==> config.mk <==
export PLATFORM = sky130hd
export DESIGN_NAME = kbd_lock_fsm_flat
export DESIGN_NICKNAME = d
export VERILOG_FILES = /design/src/rtl/kbd_lock_fsm_if.sv /design/src/rtl/kbd_lock_fsm.sv /design/src/flat_wrapper.sv
export SDC_FILE = /design/constraint.sdc
export NUM_CORES = 1
export LEC_CHECK = 0
export CORE_AREA = 2 2 39 41
export DETAILED_ROUTE_END_ITERATION = 10
export DIE_AREA = 0 0 41 43
export PLACE_DENSITY = 0.65
export SLEW_MARGIN = 40
export SYNTH_ARGS = -nofsm -noshare
export SYNTH_HDL_FRONTEND = slang
export SYNTH_SLANG_ARGS = --single-unit
==> constraint.sdc <==
create_clock -name clk -period 1.1 [get_ports clk]
set_input_delay 0.22 -clock clk [delete_from_list [all_inputs] [get_ports clk]]
set_output_delay 0.22 -clock clk [all_outputs]
set_load 0.01 [all_outputs]
==> src/rtl/kbd_lock_fsm_if.sv <==
// Modifier/lock channel bus: per-channel key events in, per-channel modifier state out.
interface kbd_lock_fsm_if #(
    parameter int unsigned N_CH = 3
);
    logic [N_CH-1:0] make;
    logic [N_CH-1:0] brk;
    logic            consume;
    logic            clear;
    logic [N_CH-1:0] mode_out;
    logic [N_CH-1:0] held;
    logic [N_CH-1:0] change;
    logic            any_change;

    modport master (
        output make, brk, consume, clear,
        input  mode_out, held, change, any_change
    );

    modport slave (
        input  make, brk, consume, clear,
        output mode_out, held, change, any_change
    );
endinterface

==> src/rtl/kbd_lock_fsm.sv <==
// Per-channel keyboard modifier state (toggle / momentary / one-shot) with typematic
// suppression and registered one-cycle change pulses.
module kbd_lock_fsm #(
    parameter int unsigned         N_CH        = 3,
    parameter logic [2*N_CH-1:0]   MODE_VEC    = '0,
    parameter logic [N_CH-1:0]     RESET_STATE = '0
) (
    input logic           clk,
    input logic           rst,
    kbd_lock_fsm_if.slave bus
);
    typedef enum logic [1:0] {
        ModeToggle    = 2'b00,
        ModeMomentary = 2'b01,
        ModeOneShot   = 2'b10,
        ModeToggleAlt = 2'b11
    } ch_mode_e;

    logic [N_CH-1:0] mode_q, mode_d;
    logic [N_CH-1:0] held_q, held_d;
    logic [N_CH-1:0] used_q, used_d;
    logic [N_CH-1:0] change_q;
    logic            any_change_q;
    logic [N_CH-1:0] fresh;
    logic [N_CH-1:0] brk_eff;

    // A make while already held is typematic repeat; a brk without a live hold is stale.
    assign fresh   = bus.make & ~held_q;
    assign brk_eff = bus.brk & (held_q | bus.make);

    always_comb begin
        mode_d = mode_q;
        held_d = held_q;
        used_d = used_q;
        for (int i = 0; i < int'(N_CH); i++) begin
            unique case (ch_mode_e'(MODE_VEC[2*i +: 2]))
                ModeMomentary: begin
                    if (bus.make[i]) mode_d[i] = 1'b1;
                    if (brk_eff[i])  mode_d[i] = 1'b0;
                end
                ModeOneShot: begin
                    if (fresh[i]) begin
                        mode_d[i] = ~mode_q[i];
                        used_d[i] = 1'b0;
                    end else if (bus.consume) begin
                        // Consume during a hold is remembered and acted on at release.
                        if (held_q[i])      used_d[i] = 1'b1;
                        else if (mode_q[i]) mode_d[i] = 1'b0;
                    end
                    if (brk_eff[i] && used_d[i]) mode_d[i] = 1'b0;
                end
                ModeToggle, ModeToggleAlt: begin
                    if (fresh[i]) mode_d[i] = ~mode_q[i];
                end
                default: ;
            endcase
            if (bus.make[i]) held_d[i] = 1'b1;
            if (brk_eff[i])  held_d[i] = 1'b0;
        end
        if (bus.clear) begin
            mode_d = RESET_STATE;
            held_d = '0;
            used_d = '0;
        end
    end

    always_ff @(posedge clk or posedge rst) begin
        if (rst) begin
            mode_q       <= RESET_STATE;
            held_q       <= '0;
            used_q       <= '0;
            change_q     <= '0;
            any_change_q <= 1'b0;
        end else begin
            mode_q       <= mode_d;
            held_q       <= held_d;
            used_q       <= used_d;
            change_q     <= mode_d ^ mode_q;
            any_change_q <= |(mode_d ^ mode_q);
        end
    end

    assign bus.mode_out   = mode_q;
    assign bus.held       = held_q;
    assign bus.change     = change_q;
    assign bus.any_change = any_change_q;
endmodule

==> src/flat_wrapper.sv <==
// flat-port wrapper written by rule: the top's interface ports become plain ports
module kbd_lock_fsm_flat 
#(
    parameter int unsigned         N_CH        = 3,
    parameter logic [2*N_CH-1:0]   MODE_VEC    = '0,
    parameter logic [N_CH-1:0]     RESET_STATE = '0
)
  (clk, rst, bus_make, bus_brk, bus_consume, bus_clear, bus_mode_out, bus_held, bus_change, bus_any_change);
  kbd_lock_fsm_if #(.N_CH(N_CH)) bus_i ();
  input logic clk;
  input logic rst;
  input wire logic [$bits(bus_i.make)-1:0] bus_make;
  input wire logic [$bits(bus_i.brk)-1:0] bus_brk;
  input wire logic [$bits(bus_i.consume)-1:0] bus_consume;
  input wire logic [$bits(bus_i.clear)-1:0] bus_clear;
  output wire logic [$bits(bus_i.mode_out)-1:0] bus_mode_out;
  output wire logic [$bits(bus_i.held)-1:0] bus_held;
  output wire logic [$bits(bus_i.change)-1:0] bus_change;
  output wire logic [$bits(bus_i.any_change)-1:0] bus_any_change;
  assign bus_i.make = bus_make;
  assign bus_i.brk = bus_brk;
  assign bus_i.consume = bus_consume;
  assign bus_i.clear = bus_clear;
  assign bus_mode_out = bus_i.mode_out;
  assign bus_held = bus_i.held;
  assign bus_change = bus_i.change;
  assign bus_any_change = bus_i.any_change;
  kbd_lock_fsm #(.N_CH(N_CH), .MODE_VEC(MODE_VEC), .RESET_STATE(RESET_STATE)) u_core (.clk(clk), .rst(rst), .bus(bus_i));
endmodule
==> summary.txt, run 1 <==
Pins Over Slew Limit = 0
Drt pass-1 iters = 2
Syn Inst Count = 31
Multi-input gate area = 150 um2
Failing checks = setup timing
Die ar. = 1760 um2
Num rows = 14
Setup Buffers After CTS = 0
Worst-path clk slew = 0.06 ns
Pre-CTS setup slack = -0.545 ns
VDD IR max = 569 uV
Final wirelength = 720 um
All-Layer GR Usage = 10.6%
Vias in the first global route = 304
Vias after detailed routing = 314
Reg-to-Reg Start = u_core.bus.held[2]$_DFFE_PP0P_
Met2 Wirelength = 325 um
Top delay family on crit path = simple AND/OR/NAND/NOR gates
Crit path DAT = 1.36 ns
Layout cells sized above 1 = 35.6%
Synth Area in Adders = 0%
Diode count = 0
Fmax = 814 MHz
Final hold slack = 0.234 ns
Clk root buf = clkbuf_4
Synth unique cells = 11
Post-layout instance area = 659 um2
Antenna Nets Post-Route = 0
Worst-Margin Slew = 0.372 ns
Clock buffer depth = 2
Non-filler cells, final = 75
Synth Register Bits = 10
Met3 routed WL = 80 um
RSZ-0062 raised after global routing = true
Skew final = 0.00522 ns
Routed len/inst = 9.60 um
Layout Area Growth over Synthesis = 66.2%
Worst Path Max Fanout = 3
Period utilization = 112%
Yosys top cell by area = dfrtp_1
Highest Signal Layer = met4
Count leader, synth = dfrtp_1
Worst path cell trace = and2b_1 > mux2_4 > or3_1
Setup-failing EPs final = 2
Fill cells = 142
Slowest CP cell = dfrtp_1
Power, Total = 0.857 mW
Fin crit period = 1.23 ns
Most frequent cells after synthesis = 10 x dfrtp_1, 6 x nor2_1, 3 x nor3_1, 3 x xnor2_1
Total CTS buffers = 3
Skew-Pair Late Insertion Delay = 0.25 ns
Post-synth EDFFs = 0
Post-synthesis sequential area ratio = 63.1%
Simple-gate share of the synthesized area = 16.1%
Maxcap violations = 0
Compound-Gate Fraction of Synth Area = 0%
WS Path Type = reg2reg
DRC = 0
Grt total ovfl = 0
Net count, final = 71
Routed met1 length = 308 um
IO Pins = 20
Die width = 41 um
Async SR Flop Fraction = 100%
Core ar. = 1380 um2
DR iter-0 viols = 1
Sequential Area = 250 um2
First-pass GRT wire length = 1.22 mm
Htree depth = 1
Fin Setup TNS = -0.163 ns
Fin. Hold Viols = 0
PortBufs = 18
WP data required = 1.23 ns
FF-to-FF End = u_core.bus.any_change$_DFF_PP0_
Hold crit path type = in2async
Clock sink count = 10
Net count after synthesis = 41
Startpoint Class = flip-flop
Initial antenna violation count = 0
Top post-synthesis cells by area = dfrtp_1 63%, mux2_4 7.6%, xnor2_1 6.6%, nor2_1 5.7%, nor3_1 3.8%
Fin worst setup slack = -0.128 ns
Syn Area/Cell = 12.8 um2
Initial core utilization = 28.7%
Status = complete, but fails checks
Leak = 0.348 nW
Post-placement cell area = 646 um2
DR vias/cell = 4.19
Largest family of logic cells by synthesized area = simple AND/OR/NAND/NOR gates
Placed insts = 72
Mux cell area share after synthesis = 10.4%
Netlist Area Pre-Place = 397 um2
CP endpoint kind = flip-flop
CTS tree = yes
RePlAce Congestion = 0.696
Slew headroom = 75.2%
Post-synth top area share = 63.1%
Reg2reg path depth = 3
HPWL Detailed = 582 um
Die Y = 43 um
Largest net degree at the start of global routing = 11
Post-layout util = 47.6%
Crit path largest cell delay = 0.35 ns
Bufs and invs on worst path = 0
Hold Buf Count CTS = 0
Ys flop type = dfrtp_1
Reg2Reg Setup Slack = -0.13 ns
P per Cell Area = 1300 nW/um2
Post-Synth XOR/XNOR Area = 6.62%
Ys Warns = 0
==> sequential cells by signal, indices dropped and copies added (netlist names) <==
signal,cells
u_core.bus.mode_out,3
u_core.bus.any_change,1
u_core.bus.held,3
u_core.bus.change,3
==> per-layer routing <==
metal,vias to the layer above,track usage [%]
met5,-,0
li1,157,-
met3,2,5.24
met2,12,13.8
met4,0,6.00
met1,143,13.7
==> placed cells by master, fill, tap and decap left out <==
master,synthesis,final
and2b_1,1,1
or3_1,1,1
clkdlybuf4s15_1,0,4
inv_1,1,1
clkbuf_2,0,1
buf_4,0,8
dlygate4sd2_1,0,4
clkdlybuf4s50_1,0,4
buf_2,0,4
clkbuf_4,0,3
dfrtp_1,10,10
nor2b_4,0,2
mux2_4,2,3
xnor2_1,3,3
nor3_1,3,3
dlymetal6s2s_1,0,1
nor2_1,6,6
==> report_power, final <==
part	leakage (nW)	total, mW	switching [mW]	internal [mW]
combinational	0.207	0.203	0.0768	0.126
sequential	0.127	0.422	0.0188	0.403
clock	0.0138	0.232	0.107	0.125
total	0.348	0.857	0.202	0.654
==> what timing repair did <==
action | CTS | global route
setup endpoints to repair | 11 | 3
resized for setup | 34 | 3
hold endpoints to repair | 0 | 0
==> worst max-delay path by stage <==
stage                                   start                              end  slack (ns)  cells past startpoint
2_1_floorplan  u_core.bus.held[2]$_DFFE_PP0P_  u_core.bus.any_change$_DFF_PP0_       -0.16                      3
3_3_place_gp                        bus_clear  u_core.bus.any_change$_DFF_PP0_       -0.54                      3
3_5_place_dp                        bus_clear  u_core.bus.any_change$_DFF_PP0_       -0.55                      3
4_1_cts        u_core.bus.held[2]$_DFFE_PP0P_  u_core.bus.any_change$_DFF_PP0_       -0.13                      3
5_1_grt        u_core.bus.held[2]$_DFFE_PP0P_  u_core.bus.any_change$_DFF_PP0_       -0.17                      3
6_report       u_core.bus.held[2]$_DFFE_PP0P_  u_core.bus.any_change$_DFF_PP0_       -0.13                      3
==> final cells by class <==
class | instances | share of cell area, %
flip-flops and latches | 10 | 38.0
multi-input cells | 19 | 22.8
clock buffers | 3 | 3.42
inverters | 1 | 0.569
repair buffers | 26 | 32.3
well taps | 16 | 3.04
==> logic make-up after synthesis <==
| kind of cell | count (synthesis) |
|---|---|
| xor gates and xnor gates | 3 |
| buffers and inverters | 2 |
| DFF | 10 |
| muxes | 3 |
| and+or+nand+nor | 13 |
(Power assumes the default switching activity.)
==> run 2, diff against run 1 <==
Settings changed: TNS_END_PERCENT set to 5.
==> results of run 2 <==
No change in the layout: final DEF, timing and power equal those of run 1.
==> run 3, diff against run 2 <==
--- a/config.mk
+++ b/config.mk
@@ -7,4 +7,5 @@
 export LEC_CHECK = 0
 export CORE_AREA = 2 2 39 41
+export CTS_CLUSTER_SIZE = 40
 export DETAILED_ROUTE_END_ITERATION = 10
 export DIE_AREA = 0 0 41 43
==> constraint.sdc (replaced) <==
create_clock -name clk -period 1.1 [get_ports clk]
set_input_delay 0.11 -clock clk [delete_from_list [all_inputs] [get_ports clk]]
set_output_delay 0.11 -clock clk [all_outputs]
set_load 0.01 [all_outputs]
==> run 3 against run 2 <==
Net effect:
- the run still ends with setup timing left
- die area is the same
- first-iteration DRC count fell by 100%
- cell count is 4.0% higher
- global-route usage increased by 0.99 points
==> summary.txt, run 3 (synthesis gave the netlist of run 1 again) <==
CTS tree = yes
Die ar. = 1760 um2
Fmax = 839 MHz
Clock buffer depth = 2
Fin worst setup slack = -0.0922 ns
Failing checks = setup timing
HPWL Detailed = 609 um
Layout cells sized above 1 = 32.3%
Clock sink count = 10
RSZ-0062 raised after global routing = true
Worst-Margin Slew = 0.379 ns
Slowest CP cell = dfrtp_1
Worst path cell trace = and2b_1 > mux2_2 > or3_1
Reg-to-Reg Start = u_core.bus.held[2]$_DFFE_PP0P_
Placed insts = 75
Pins Over Slew Limit = 0
Post-layout util = 48.1%
Worst-path clk slew = 0.06 ns
First-pass GRT wire length = 1.32 mm
Slew headroom = 74.7%
Leak = 0.345 nW
Skew-Pair Late Insertion Delay = 0.26 ns
P_int = 0.656 mW
Maxcap violations = 0
All-Layer GR Usage = 11.6%
Status = complete, but fails checks
Final hold slack = 0.125 ns
Largest net degree at the start of global routing = 11
Cell depth of the worst setup path = 3
Layout Area Growth over Synthesis = 67.8%
Die width = 41 um
Fill cells = 137
WP data required = 1.24 ns
Total CTS buffers = 3
Setup Buffers After CTS = 0
RePlAce Congestion = 0.695
Worst Path Max Fanout = 2
Post-layout instance area = 666 um2
Final wirelength = 751 um
Hold crit path type = in2async
Drt pass-1 iters = 1
Top delay family on crit path = simple AND/OR/NAND/NOR gates
Gate power share = 23.7%
Crit path largest cell delay = 0.33 ns
Critical path endpoint = u_core.bus.any_change$_DFF_PP0_
Grt total ovfl = 0
Vias after detailed routing = 328
Antenna Nets Post-Route = 0
Clock share of power = 28.2%
DR vias/cell = 4.21
Commonest non-fill, non-tap cells in the layout = 11 x buf_4, 10 x dfrtp_1, 8 x dlygate4sd2_1, 7 x clkdlybuf4s50_1, 6 x nor2_1
Leading cell type in the layout, fill and taps excluded = buf_4
Power, Total = 0.866 mW
Initial core utilization = 28.7%
Bufs and invs on worst path = 0
Reg2reg path depth = 3
Reg2Reg Setup Slack = -0.09 ns
Initial antenna violation count = 0
VDD IR max = 683 uV
P per Cell Area = 1300 nW/um2
IO Pins = 20
Non-filler cells, final = 78
Num rows = 14
Vias in the first global route = 329
Fin crit period = 1.19 ns
Crit path from = u_core.bus.held[2]$_DFFE_PP0P_
Fin Setup TNS = -0.0922 ns
DR iter-0 viols = 0
Net count, final = 74
Pre-CTS setup slack = -0.446 ns
Net switching power = 0.210 mW
Routed len/inst = 9.63 um
Core ar. = 1380 um2
Fin. Hold Viols = 0
WS Path Type = reg2reg
Period utilization = 108%
Setup-failing EPs final = 1
CP endpoint kind = flip-flop
Startpoint Class = flip-flop
Clk root buf = clkbuf_4
Htree depth = 1
Post-placement cell area = 668 um2
Diode count = 0
Crit path DAT = 1.33 ns
Skew final = 0.00451 ns
Sequential share of power = 48.1%
PortBufs = 18
FF-to-FF End = u_core.bus.any_change$_DFF_PP0_
Die Y = 43 um
Sw Share = 24.3%
DRC = 0
==> run 3: cell types whose count changed in the layout (fill, tap and decap cells not counted), sizes merged <==
cell,delta
buf,+1
clkdlybuf4s15,-4
clkdlybuf4s50,+3
dlygate4sd2,+4
dlymetal6s2s,-1
==> run 3: cell type report <==
cell class	count	area, um2	area share [%]
Timing Repair Buffer	29	238	35.7
Clock buffer	3	22.5	3.38
Sequential cell	10	250	37.6
Multi-Input combinational cell	19	131	19.7
Tap cell	16	20.0	3.01
Inverter	1	3.75	0.564
==> run 3: how the worst min path moves through the flow <==
stage          cells after the start  slack [ns]  startpoint                              end
3_5_place_dp                       2        0.42         rst   u_core.bus.change[0]$_DFF_PP0_
4_1_cts                            2        0.14         rst   u_core.bus.change[0]$_DFF_PP0_
2_1_floorplan                      1       -0.05         rst  u_core.bus.any_change$_DFF_PP0_
3_3_place_gp                       2        0.41         rst   u_core.bus.change[0]$_DFF_PP0_
6_report                           2        0.12         rst   u_core.bus.change[0]$_DFF_PP0_
5_1_grt                            2        0.17         rst   u_core.bus.change[1]$_DFF_PP0_
==> run 3: repair_timing <==
item                                    4_1_cts  5_1_grt
endpoints found under the setup margin       11        3
gates resized for setup                      17        2
hold buffers                                  0        0
==> run 3: worst register-to-register path: cells and delay by family (launching register included) <==
family,cells,cell delay (ns)
mux,1,0.26
flops,1,0.33
simple gates,2,0.48
==> run 3: power by group through the flow <==
stage               clock [mW]  combinational, mW  sequential, mW
global route             0.269              0.230           0.422
CTS                      0.251              0.213           0.418
floorplan                    0             0.0694           0.446
global placement             0              0.233           0.426
detailed placement           0              0.238           0.427
finish                   0.244              0.206           0.417
==> run 3: routing by layer <==
layer	wire, um	vias to the layer above	GRT usage, %	share of wire [%]
met1	337	154	15.0	45
li1	-	162	-	-
met5	0	-	0	0
met4	0	0	10.0	0
met3	69	0	3.14	9.2
met2	344	12	15.0	46
